$ cat config.mk
export PLATFORM = sky130hd
export DESIGN_NAME = mul_seq
export DESIGN_NICKNAME = d
export VERILOG_FILES = /design/src/rtl/mul_seq_pkg.sv /design/src/rtl/mul_seq_dp.sv /design/src/rtl/mul_seq.sv
export SDC_FILE = /design/constraint.sdc
export NUM_CORES = 1
export LEC_CHECK = 0
export BUFFER_PORTS_ARGS = -buffer_cell sky130_fd_sc_hd__buf_4
export CAP_MARGIN = 20
export CELL_PAD_IN_SITES_DETAIL_PLACEMENT = 2
export CELL_PAD_IN_SITES_GLOBAL_PLACEMENT = 2
export CORE_ASPECT_RATIO = 0.7
export CORE_MARGIN = 3
export CORE_UTILIZATION = 30
export DETAILED_ROUTE_END_ITERATION = 10
export MAX_ROUTING_LAYER = met4
export PLACE_DENSITY = 0.7
export SLEW_MARGIN = 20
export SYNTH_ARGS = -nofsm -noshare
export SYNTH_HDL_FRONTEND = slang
export SYNTH_SLANG_ARGS = --single-unit
$ cat constraint.sdc
create_clock -name clk -period 2.75 [get_ports clk]
set_input_delay 0.1375 -clock clk [delete_from_list [all_inputs] [get_ports clk]]
set_output_delay 0.1375 -clock clk [all_outputs]
set_load 0.005 [all_outputs]
$ cat src/rtl/mul_seq_pkg.sv
// rtl/mul_seq_pkg.sv - shared AS2650 multiply definitions: state encodings, opcode, default sizes
package mul_seq_pkg;

  typedef enum logic [1:0] {
    MS_IDLE = 2'd0,
    MS_RUN  = 2'd1,
    MS_DONE = 2'd2
  } ms_state_e;

  localparam logic [7:0] MUL_OPCODE        = 8'h90;
  localparam int         MUL_WIDTH_DEFAULT = 8;
  localparam int         MUL_CNT_W_DEFAULT = 4;

endpackage

$ cat src/rtl/mul_seq_dp.sv
// rtl/mul_seq_dp.sv - shift-add multiply datapath (acc/mcand/mplier); MUL_EARLY_EXIT_EN adds mplier_zero
module mul_seq_dp #(
  parameter int WIDTH = 8
) (
  input  logic               clk,
  input  logic               rst_n,
  input  logic               load,
  input  logic               step,
  input  logic               clear,
  input  logic [WIDTH-1:0]   op_a,
  input  logic [WIDTH-1:0]   op_b,
`ifdef MUL_EARLY_EXIT_EN
  output logic               mplier_zero,
`endif
  output logic [2*WIDTH-1:0] acc_step
);

  logic [2*WIDTH-1:0] acc_q, acc_d;
  logic [2*WIDTH-1:0] mcand_q, mcand_d;
  logic [WIDTH-1:0]   mplier_q, mplier_d;

  // Accumulator value after the current iteration; the FSM captures it on DONE entry.
  assign acc_step = acc_q + (mplier_q[0] ? mcand_q : '0);

`ifdef MUL_EARLY_EXIT_EN
  assign mplier_zero = ((mplier_q >> 1) == '0);
`endif

  always_comb begin
    acc_d    = acc_q;
    mcand_d  = mcand_q;
    mplier_d = mplier_q;
    if (load) begin
      acc_d    = '0;
      mcand_d  = {{WIDTH{1'b0}}, op_a};
      mplier_d = op_b;
    end else if (clear) begin
      acc_d    = '0;
      mplier_d = '0;
    end else if (step) begin
      acc_d    = acc_step;
      mcand_d  = mcand_q << 1;
      mplier_d = mplier_q >> 1;
    end
  end

  always_ff @(posedge clk or negedge rst_n) begin
    if (!rst_n) begin
      acc_q    <= '0;
      mcand_q  <= '0;
      mplier_q <= '0;
    end else begin
      acc_q    <= acc_d;
      mcand_q  <= mcand_d;
      mplier_q <= mplier_d;
    end
  end

endmodule

$ cat src/rtl/mul_seq.sv
// rtl/mul_seq.sv - AS2650 MUL sequencer: FSM, iteration counter, result/flag registers; MUL_EARLY_EXIT_EN enables early exit
module mul_seq
  import mul_seq_pkg::*;
#(
  parameter int WIDTH = MUL_WIDTH_DEFAULT,
  parameter int CNT_W = MUL_CNT_W_DEFAULT
) (
  input  logic             clk,
  input  logic             rst_n,
  input  logic             start,
  input  logic             abort,
  input  logic [WIDTH-1:0] op_a,
  input  logic [WIDTH-1:0] op_b,
  output logic             busy,
  output logic             done,
  output logic [WIDTH-1:0] prod_lo,
  output logic [WIDTH-1:0] prod_hi,
  output logic             zero,
  output logic             ovf
);

  ms_state_e          state_q;
  logic [CNT_W-1:0]   cnt_q;
  logic               busy_q, done_q, zero_q, ovf_q;
  logic [WIDTH-1:0]   prod_lo_q, prod_hi_q;
  logic [2*WIDTH-1:0] acc_step;
  logic               in_run, in_idle, dp_load, dp_step, last_iter;

  // Encoding 2'd3 falls through to the IDLE behaviour everywhere.
  assign in_run  = (state_q == MS_RUN);
  assign in_idle = (state_q != MS_RUN) && (state_q != MS_DONE);
  assign dp_load = in_idle && start && !abort;
  assign dp_step = in_run && !abort;

`ifdef MUL_EARLY_EXIT_EN
  logic mplier_zero;
  assign last_iter = (cnt_q <= CNT_W'(1)) || mplier_zero;
`else
  assign last_iter = (cnt_q <= CNT_W'(1));
`endif

  mul_seq_dp #(.WIDTH(WIDTH)) u_dp (
    .clk        (clk),
    .rst_n      (rst_n),
    .load       (dp_load),
    .step       (dp_step),
    .clear      (abort),
    .op_a       (op_a),
    .op_b       (op_b),
`ifdef MUL_EARLY_EXIT_EN
    .mplier_zero(mplier_zero),
`endif
    .acc_step   (acc_step)
  );

  always_ff @(posedge clk or negedge rst_n) begin
    if (!rst_n) begin
      state_q   <= MS_IDLE;
      cnt_q     <= '0;
      busy_q    <= 1'b0;
      done_q    <= 1'b0;
      prod_lo_q <= '0;
      prod_hi_q <= '0;
      zero_q    <= 1'b1;
      ovf_q     <= 1'b0;
    end else begin
      done_q <= 1'b0;
      case (state_q)
        MS_RUN: begin
          if (abort) begin
            state_q <= MS_IDLE;
            busy_q  <= 1'b0;
          end else begin
            cnt_q <= cnt_q - CNT_W'(1);
            if (last_iter) begin
              state_q   <= MS_DONE;
              done_q    <= 1'b1;
              prod_lo_q <= acc_step[WIDTH-1:0];
              prod_hi_q <= acc_step[2*WIDTH-1:WIDTH];
              zero_q    <= (acc_step == '0);
              ovf_q     <= (acc_step[2*WIDTH-1:WIDTH] != '0);
            end
          end
        end
        MS_DONE: begin
          state_q <= MS_IDLE;
          busy_q  <= 1'b0;
        end
        default: begin
          state_q <= MS_IDLE;
          if (start && !abort) begin
            busy_q <= 1'b1;
            cnt_q  <= CNT_W'(WIDTH);
`ifdef MUL_EARLY_EXIT_EN
            if (op_b == '0) begin
              state_q   <= MS_DONE;
              done_q    <= 1'b1;
              prod_lo_q <= '0;
              prod_hi_q <= '0;
              zero_q    <= 1'b1;
              ovf_q     <= 1'b0;
            end else begin
              state_q <= MS_RUN;
            end
`else
            state_q <= MS_RUN;
`endif
          end
        end
      endcase
    end
  end

  assign busy    = busy_q;
  assign done    = done_q;
  assign prod_lo = prod_lo_q;
  assign prod_hi = prod_hi_q;
  assign zero    = zero_q;
  assign ovf     = ovf_q;

endmodule

# Word-level counts from Yosys, hierarchy flattened
# Cells that the tools add are included.
[classes]
add_sub_neg = 2
n_lt_le_gt_ge = 1
eq_ne = 8
muxes = 23
n_bitwise = 2
reduce_logical = 16
[ops]
columns = ["operator", "count"]
rows = [
  ["$mux 16", 7],
  ["$mux 8", 3],
  ["$add 16x16->16", 1],
  ["$logic_not 16->1", 1],
  ["$mux 4", 2],
  ["$pmux 4 s2", 1],
  ["$reduce_bool 8->1", 1],
  ["$mux 1", 6],
  ["$ne 2x2->1 const B", 3],
  ["$reduce_and 3->1", 2],
  ["$reduce_bool 3->1", 2],
  ["$logic_and 1x1->1", 5],
  ["$le 4x1->1 const B", 1],
  ["$mux 2", 2],
  ["$ne 2x1->1 const B", 2],
  ["$pmux 2 s2", 1],
  ["$reduce_and 2->1", 2],
  ["$reduce_bool 2->1", 2],
  ["$sub 4x1->4 const B", 1],
  ["$ne 3x2->1 const B", 1],
  ["$eq 2x1->1 const B", 1],
  ["$eq 2x2->1 const B", 1],
  ["$not 1->1", 2],
  ["$pmux 1 s2", 1],
  ["$logic_not 1->1", 1],
]
[totals]
register_bits = 66
in_bits = 20
word_cells = 63

# Logic depth before layout (Yosys ltp)
# Gate-level depths: netlist (run 1).
[logic_depth]
word_depth = 6
mapped_depth = 11
mapped_depth_nobuf = 10

# Modules after synthesis
# From an unflattened synthesis (run 1), not the netlist that was laid out.
[unflattened]
hier_cells = 389
area_unflattened_um2 = 3824.9
[by_module_without_submodules]
columns = ["mod", "instances", "cells_per_inst", "area_per_inst_um2", "seq_area_each_um2"]
rows = [
  ["mul_seq_dp", 1, 298, 2602.5, 1001.0],
  ["mul_seq", 1, 91, 1222.4, 651.9],
]

# Least setup slack after synthesis (run 1)
# No wires, ideal clock.
[synth_path]
path_kind = "reg2reg"
startpoint = "register u_dp.mplier_q[0]"
endpoint = "register zero_q (netlist: zero)"
setup_time_ps = 86
arrival_ps = 2744
required_time_ps = 2664
slack_ps = -80
stages_incl_launch_ff = 11
path_buffers = 0
period_less_slack_ps = 2830
cell_sequence = "dfrtp_1 and2_1 ha_1 fa_1 a21o_1 a221oi_2 nor2_2 o41ai_2 xnor2_1 or3_4 o31ai_2"
[synth_between]
elab_chain_len = 3
[synth_lines]
columns = ["item", "line", "text"]
rows = [
  ["start, declared", "mul_seq_dp.sv:20", "logic [WIDTH-1:0] mplier_q, mplier_d;"],
  ["start signal, assigned", "mul_seq_dp.sv:55", "mplier_q <= mplier_d;"],
  ["$mux 16", "mul_seq_dp.sv:23", "assign acc_step = acc_q + (mplier_q[0] ? mcand_q : '0);"],
  ["$add 16x16->16", "mul_seq_dp.sv:23", ""],
  ["$logic_not 16->1", "mul_seq.sv:80", "zero_q <= (acc_step == '0);"],
  ["end signal, assigned", "mul_seq.sv:80", ""],
  ["end, declared", "mul_seq.sv:24", "logic busy_q, done_q, zero_q, ovf_q;"],
]
# No other way between the ends.
# A chain may end at the register's enable or synchronous reset.

# Final worst setup path (run 1)
[layout_path]
startpoint = "register u_dp.mplier_q[0]"
endpoint = "register ovf_q (netlist: ovf)"
[layout_between]
elab_chain_len = 3
[layout_lines]
columns = ["item", "line", "text"]
rows = [
  ["$mux 16", "mul_seq_dp.sv:23", ""],
  ["$add 16x16->16", "mul_seq_dp.sv:23", ""],
  ["$reduce_bool 8->1", "mul_seq.sv:81", "ovf_q <= (acc_step[2*WIDTH-1:WIDTH] != '0);"],
  ["end signal, assigned", "mul_seq.sv:81", ""],
  ["end, declared", "mul_seq.sv:24", ""],
]
# No other way between the ends.

==> results.md, run 1 <==
* Outcome: complete, but fails checks
* Failing checks: setup timing
* Max Slew Vio Count at 0
* Syn. warnings at 0
* GRT Total Usage at about a fifth
* Async SR Flop Fraction at between 90% and 100%
* Die Wd at between 100 and 150 µm
* Leakage at around 2.5 nW
* Syn Nets at about 450
* Largest net degree at the start of global routing at between 60 and 70
* Synthesized cell area at 3680 µm²
* Ys flop type: dfrtp_1
* Max layer used: met4
* Clock transition at path regs at approximately 0.06 ns
* Max Fanout on Critical Path at 4
* Final setup viols at 3
* I/O Buffers at 39
* Clock Tree Root: clkbuf_16
* Startpoint types: flop
* H-tree lvl count at 3
* Worst-margin pin slew at between 0.8 and 0.9 ns
* Number of synthesized flops with an enable pin at 0
* Routability cong. at roughly 0.85
* Slowest-stage cell, CP: dfrtp_1
* Starting Density at 31.0%
* Die area at around 14,000 µm²
* Fin util at between 40% and 50%
* Wire per inst at roughly 19 µm
* Fin worst setup slack at -0.121 ns
* Tot Pwr at 3.02 mW
* Setup crit end kind: flop
* Area Overhead vs Synth at 36.8%
* DP Wirelength at just over 9000 µm
* Sequential share of the synthesized area at 45.0%
* Core area at roughly 12,000 µm²
* Worst skew pair latency at roughly 0.34 ns
* Synth Register Bits at 66
* PwrDens at approximately 600 nW/µm²
* Iter 0 DRT Violations at 147
* R2R setup slack at -0.12 ns
* Tmin final at between 2 and 3 ns
* Boundary Pins at 40
* Fill cells at 1,308
* Share of layout cells above drive strength 1 at between 20% and 30%
* WS Path Type: flop to flop
* F_max at around 350 MHz
* Final setup TNS at -0.260 ns
* Relative slew margins at between 40 and 50%
* Post-DRT Antenna Nets at 0
* Min-delay worst type: primary input to flop
* First-pass GRT wire length at a little over 20,000 µm
* WP data required at around 3 ns
* Slowest stage delay, CP at 0.40 ns
* Drc violations at 0
* Area contributors post-synth: dfrtp_1 44%, nand2_1 9.7%, ha_1 6.5%
* Post-synth cell types at 55
* Post-Syn Area per Cell at 8.99 µm²
* Peak supply drop at around 0.28 mV
* Via/cell ratio at between 5 and 6
* Total wire length at ~13,000 µm
* Nets@finish at between 500 and 600
* Vias at about 3,400
* Share of the synthesized area in the top cell type at 44.2%
* Fin Clk Skew at roughly 0.0073 ns
* Worst path cell trace: and2_4 -> ha_4 -> fa_2 -> a21o_1 -> a221oi_4 -> buf_6 -> o211ai_1 -> and3b_2 -> nor3_4 -> o2111ai_4 -> o22a_1
* Fin cells at 660
* Diode count at 0
* Post-synthesis instance total at just over 400
* CTS tree: yes
* Met2 WL at approximately 5700 µm
* Rows at 33
* Grt total ovfl at 0
* Largest area contributor in the netlist: dfrtp_1
* Num CTS Buffers at 9
* Clk sink count at 66
* Vias in the first global route at 3,701
* Final worst-path cycle share at 104%
* Clock Path Buffers at 2
* Initial antenna violation count at 0
* Max-Cap Viols at 0
* Metal3 WL at 478 µm
* Die H at about 100 µm
* DP Cell Count at between 600 and 700
* RSZ-0062 raised after global routing: true
* M1 WL at approximately 6400 µm
* DRT Pass-1 Iters at 4
* Final hold vios at 0
* WP data arrival at 3.09 ns
==> path summary, 6_finish.rpt <==
check | cells past startpoint | from | endpoint
worst max-delay path | 11 | u_dp.mplier_q[0] | ovf
worst min-delay path | 3 | op_a[3] | u_dp.mcand_q[3]
worst max register to register | 11 | u_dp.mplier_q[0] | ovf
worst min register to register | 2 | prod_hi[0] | prod_hi[0]
max in group asynchronous | 2 | rst_n | u_dp.acc_q[15]
min in group asynchronous | 2 | rst_n | prod_lo[1]
==> placed cells by master, fill, tap and decap left out, drive strengths merged, types with 3 or more instances in the layout <==
| master | instances |
|---|---|
| xnor2 | 3 |
| buf | 89 |
| inv | 8 |
| nand3 | 14 |
| o31ai | 5 |
| nor2 | 18 |
| a21oi | 29 |
| and4 | 3 |
| clkbuf | 10 |
| dfrtp | 65 |
| nand2 | 95 |
| dlygate4sd3 | 5 |
| a211oi | 4 |
| ha | 19 |
| a21o | 8 |
| a22o | 12 |
| and2 | 17 |
| nand2b | 3 |
| and3 | 5 |
| a32oi | 7 |
| xor2 | 8 |
| nor3 | 8 |
| o21ai | 26 |
| clkinv | 4 |
| or2 | 5 |
==> critical path: cells and delay by family (launching register included) <==
kind,cells,cell delay (ns)
compound gates,5,1.05
simple gates,3,0.63
fa+ha+maj,2,0.53
flops,1,0.40
buf+inv,1,0.16
==> flip-flops by register name (all words and copies together) (netlist names) <==
signal and count:
busy 1, u_dp.acc_q 16, u_dp.mplier_q 8, ovf 1
prod_hi 8, cnt_q 4, u_dp.mcand_q 16, prod_lo 8
zero 1, done 1, state_q 2
==> through the flow <==
stage	area, µm²	worst slack [ns]	hold WS [ns]
after floorplan	3700	0.00879	-0.158
after global placement	4440	-0.00759	0.301
after detailed placement	4440	-0.0878	0.315
after CTS	4930	-0.0799	0.000689
after global routing	5030	-0.261	0.0176
final	5030	-0.121	0.0132
==> cell families (layout without fill, tap and decap cells) <==
family,count (synthesis),count (layout),share of synthesized area [%]
fa+ha+maj,20,20,7.01
flops,66,66,45.0
compound gates,110,110,20.4
buf+inv,25,119,2.59
simple gates,175,175,21.9
xor+xnor,11,11,2.62
mux,2,2,0.579
==> cell usage after synthesis (2+ instances only) <==
cell      count
o211ai_1      2
and2_1       17
a32oi_1       7
a21o_1        8
nor2_1       17
nand2b_1      3
and3_1        5
o21ai_0      25
or2_2         4
ha_1         19
nor3_1        8
xnor2_1       3
nand4_1       2
xor2_1        8
dfrtp_1      65
o31ai_1       4
a22o_1       11
inv_1         8
nand3_1      14
a21oi_1      29
nand2_1      95
a211oi_1      4
nor2b_1       2
clkbuf_1     15
o21a_1        2
and4_1        3
==> per-layer routing <==
metal | GRT usage (%) | up-vias
met2 | 30.3 | 55
li1 | - | 1627
met5 | - | -
met4 | 4.40 | 0
met1 | 27.3 | 1703
met3 | 3.88 | 16
==> final cells by class <==
type / instances / area (µm²) / share of cell area, %
clock inverter: 6 / 90.1 / 1.79
timing repair buffer: 94 / 722 / 14.4
sequential: 66 / 1650 / 32.9
inverter: 9 / 33.8 / 0.672
clock buffer: 10 / 239 / 4.75
tap: 157 / 196 / 3.91
multi-input combinational: 318 / 2090 / 41.7
==> where the power goes <==
part | total [mW] | internal [mW] | leakage [nW] | switching [mW]
combinational | 0.578 | 0.273 | 1.43 | 0.305
clock | 1.26 | 0.819 | 0.159 | 0.443
sequential | 1.18 | 1.09 | 0.882 | 0.0892
==> repair_timing <==
action	4_1_cts	5_1_grt
setup endpoints to repair	2	7
cloned	0	0
hold buffers	5	0
pin swaps	9	11
gates resized for setup	11	16
endpoints found under the hold margin	69	0
buffers inserted	3	5
No activity file was read; power rests on OpenSTA's default activity.
==> run 2: changes to the inputs <==
clock period = 2.6 ns   (was 2.75 ns; I/O delays follow)
==> results.md, run 2 (synthesis gave the netlist of run 1 again) <==
* Fin Clk Skew at 0.00709 ns (-0.000198 ns)
* Outcome: complete, but fails checks
* Largest net degree at the start of global routing at 67 (unchanged)
* DRT Pass-1 Iters at 4 (unchanged)
* Routability cong. at 0.839 (-1.6%)
* Via/cell ratio at 5.16 (+0.19%)
* Die H at 98.6 µm (unchanged)
* GRT Total Usage at 20.4% (+0.67 points)
* CTS tree: yes
* Max layer used: met4
* Int Power at 2.33 mW (+6.7%)
* Metal3 WL at 439 µm (-8.2%)
* Max Slew Vio Count at 0 (unchanged)
* Met2 WL at 5910 µm (+3.5%)
* Total wire length at 13,100 µm (+2.7%)
* Post-place setup slack at -0.291 ns (-0.203 ns)
* Failing checks: setup timing
* DP Wirelength at 9410 µm (+1.3%)
* Rows at 33 (unchanged)
* Design area at 5190 µm² (+3.1%)
* Core area at 11,900 µm² (unchanged)
* Die Wd at 138 µm (unchanged)
* M1 WL at 6610 µm (+3.7%)
* Leakage at 2.55 nW (+3.2%)
* Clk pwr share at 41.1% (-0.7 points)
* PwrDens at 617 nW/µm² (+2.8%)
* Clk sink count at 66 (unchanged)
* Starting Density at 31.0% (unchanged)
* Net Switching at 0.873 mW (+4.3%)
* Drc violations at 0 (unchanged)
* Post-DRT Antenna Nets at 0 (unchanged)
* First-pass GRT wire length at 21,400 µm (+3.5%)
* Hold Slack at 0.00653 ns (-0.00666 ns)
* Startpoint types: flop
* Fill cells at 1,299 (-0.69%)
* Final setup viols at 5 (+2)
* Final hold vios at 0 (unchanged)
* Vias in the first global route at 3,804 (+2.8%)
* Area Overhead vs Synth at 41.1%
* H-tree lvl count at 3 (unchanged)
* Slowest stage delay, CP at 0.41 ns (about the same)
* Comb pwr share at 20.1% (+1.0 points)
* Area of the multi-input gates at 2150 µm² (+2.6%)
* Iter 0 DRT Violations at 124 (-16%)
* Worst-margin pin slew at 0.871 ns (+0.0216 ns)
* WP data required at 2.82 ns (-0.15 ns)
* Clock Path Buffers at 2 (unchanged)
* I/O Buffers at 39 (unchanged)
* DP Area at 4590 µm² (+3.4%)
* RSZ-0062 raised after global routing: true
* Worst skew pair latency at 0.33 ns (about the same)
* Share of layout cells above drive strength 1 at 32.0% (+4.0 points)
* Origin of the worst setup path: u_dp.mplier_q[0]
* WS Path Type: flop to flop
* Tot Pwr at 3.20 mW (+6.0%)
* Final worst-path cycle share at 108% (+4.1 points)
* Min-delay worst type: primary input to flop
* Relative slew margins at 42.0% (-1.4 points)
* F_max at 355 MHz (+1.8%)
* Boundary Pins at 40 (unchanged)
* Worst path cell trace: and2_4 -> ha_4 -> fa_2 -> a21o_1 -> a221oi_4 -> buf_6 -> o211ai_1 -> and3b_2 -> nor3_4 -> o2111ai_2 -> o22a_1
* Clock Tree Root: clkbuf_16
* Initial antenna violation count at 0 (unchanged)
* Setup crit end kind: flop
* WP data arrival at 3.04 ns (-0.05 ns)
* Die area at 13,600 µm² (unchanged)
* Worst hold start: op_a[1]
* Wire per inst at 19.4 µm (+0.42%)
* Vias at 3,485 (+2.5%)
* Fin util at 43.8% (+1.3 points)
* Max Fanout on Critical Path at 3 (-1)
* Biggest registers after layout: u_dp.acc_q (16), u_dp.mcand_q (16)
* Clock transition at path regs at 0.05 ns (about the same)
* Nets@finish at 553 (+2.8%)
* Peak supply drop at 0.298 mV (+5.2%)
* Slowest-stage cell, CP: dfrtp_1
* Tmin final at 2.82 ns (-0.0502 ns)
* Grt total ovfl at 0 (unchanged)
* Switching Fraction at 27.3% (-0.45 points)
* Diode count at 0 (unchanged)
* Area occupied by registers at 1650 µm² (unchanged)
* Reg power frac at 38.8% (-0.3 points)
* Num CTS Buffers at 9 (unchanged)
* Worst R2R Start: u_dp.mplier_q[0]
* Fin worst setup slack at -0.221 ns (-0.0998 ns)
* Most common cell after layout, fill and taps aside: buf_4
* Max-Cap Viols at 0 (unchanged)
* Commonest non-fill, non-tap cells in the layout: 104 x buf_4, 94 x nand2_1, 65 x dfrtp_1, 26 x a21oi_1, 23 x o21ai_0
run 2: cell count changes in the layout (fill, tap and decap cells not counted), sizes merged:
cell	change
buf	+18
dlygate4sd3	-3
clkbuf	+1
clkinv	-1
run 2: timing repair:
| item | 4_1_cts | 5_1_grt |
|---|---|---|
| setup buffers | 5 | 2 |
| hold buffers | 2 | 0 |
| pin swaps | 13 | 6 |
| endpoints found under the hold margin | 66 | 0 |
| setup endpoints to repair | 7 | 13 |
| resized for setup | 19 | 20 |
run 2: critical path, delay by kind of cell (launching register included):
kind | cells | cell delay [ns]
AOI/OAI and AO/OA | 5 | 1.02
and+or+nand+nor | 3 | 0.61
adders and majority gates | 2 | 0.50
DFF | 1 | 0.41
buffers and inverters | 1 | 0.16
run 2: worst paths after layout:
check / end / slack, ns / cells past startpoint
max: ovf / -0.22 / 11
min: u_dp.mcand_q[1] / 0.007 / 3
max reg2reg: ovf / -0.22 / 11
min reg2reg: prod_lo[6] / 0.47 / 2
max in group asynchronous: u_dp.mcand_q[13] / 1.57 / 2
min in group asynchronous: u_dp.acc_q[3] / 0.46 / 2
run 2: power by group through the flow:
stage	combinational, mW	clock, mW	sequential, mW
6_report	0.642	1.32	1.24
5_1_grt	0.723	1.40	1.26
4_1_cts	0.644	1.36	1.24
3_5_place_dp	0.602	0	1.26
3_3_place_gp	0.575	0	1.25
2_1_floorplan	0.292	0	1.24
run 2: stage by stage:
stage	setup TNS, ns	std cells
finish	-0.473	675
global route	-1.20	675
CTS	-0.263	673
floorplan	-0.190	409
global placement	-0.349	651
detailed placement	-0.909	651
run 2: cell type report:
class | count | area share [%]
clock buffer | 11 | 4.68
timing repair buffer | 109 | 16.1
multi-input combinational | 318 | 41.4
clock inverter | 5 | 1.50
tap | 157 | 3.79
sequential | 66 | 31.9
inverter | 9 | 0.651
run 2: layer usage:
layer | GRT usage (%) | vias up
met4 | 4.48 | 0
met5 | - | -
met2 | 31.0 | 61
met1 | 28.7 | 1755
met3 | 3.78 | 9
li1 | - | 1660
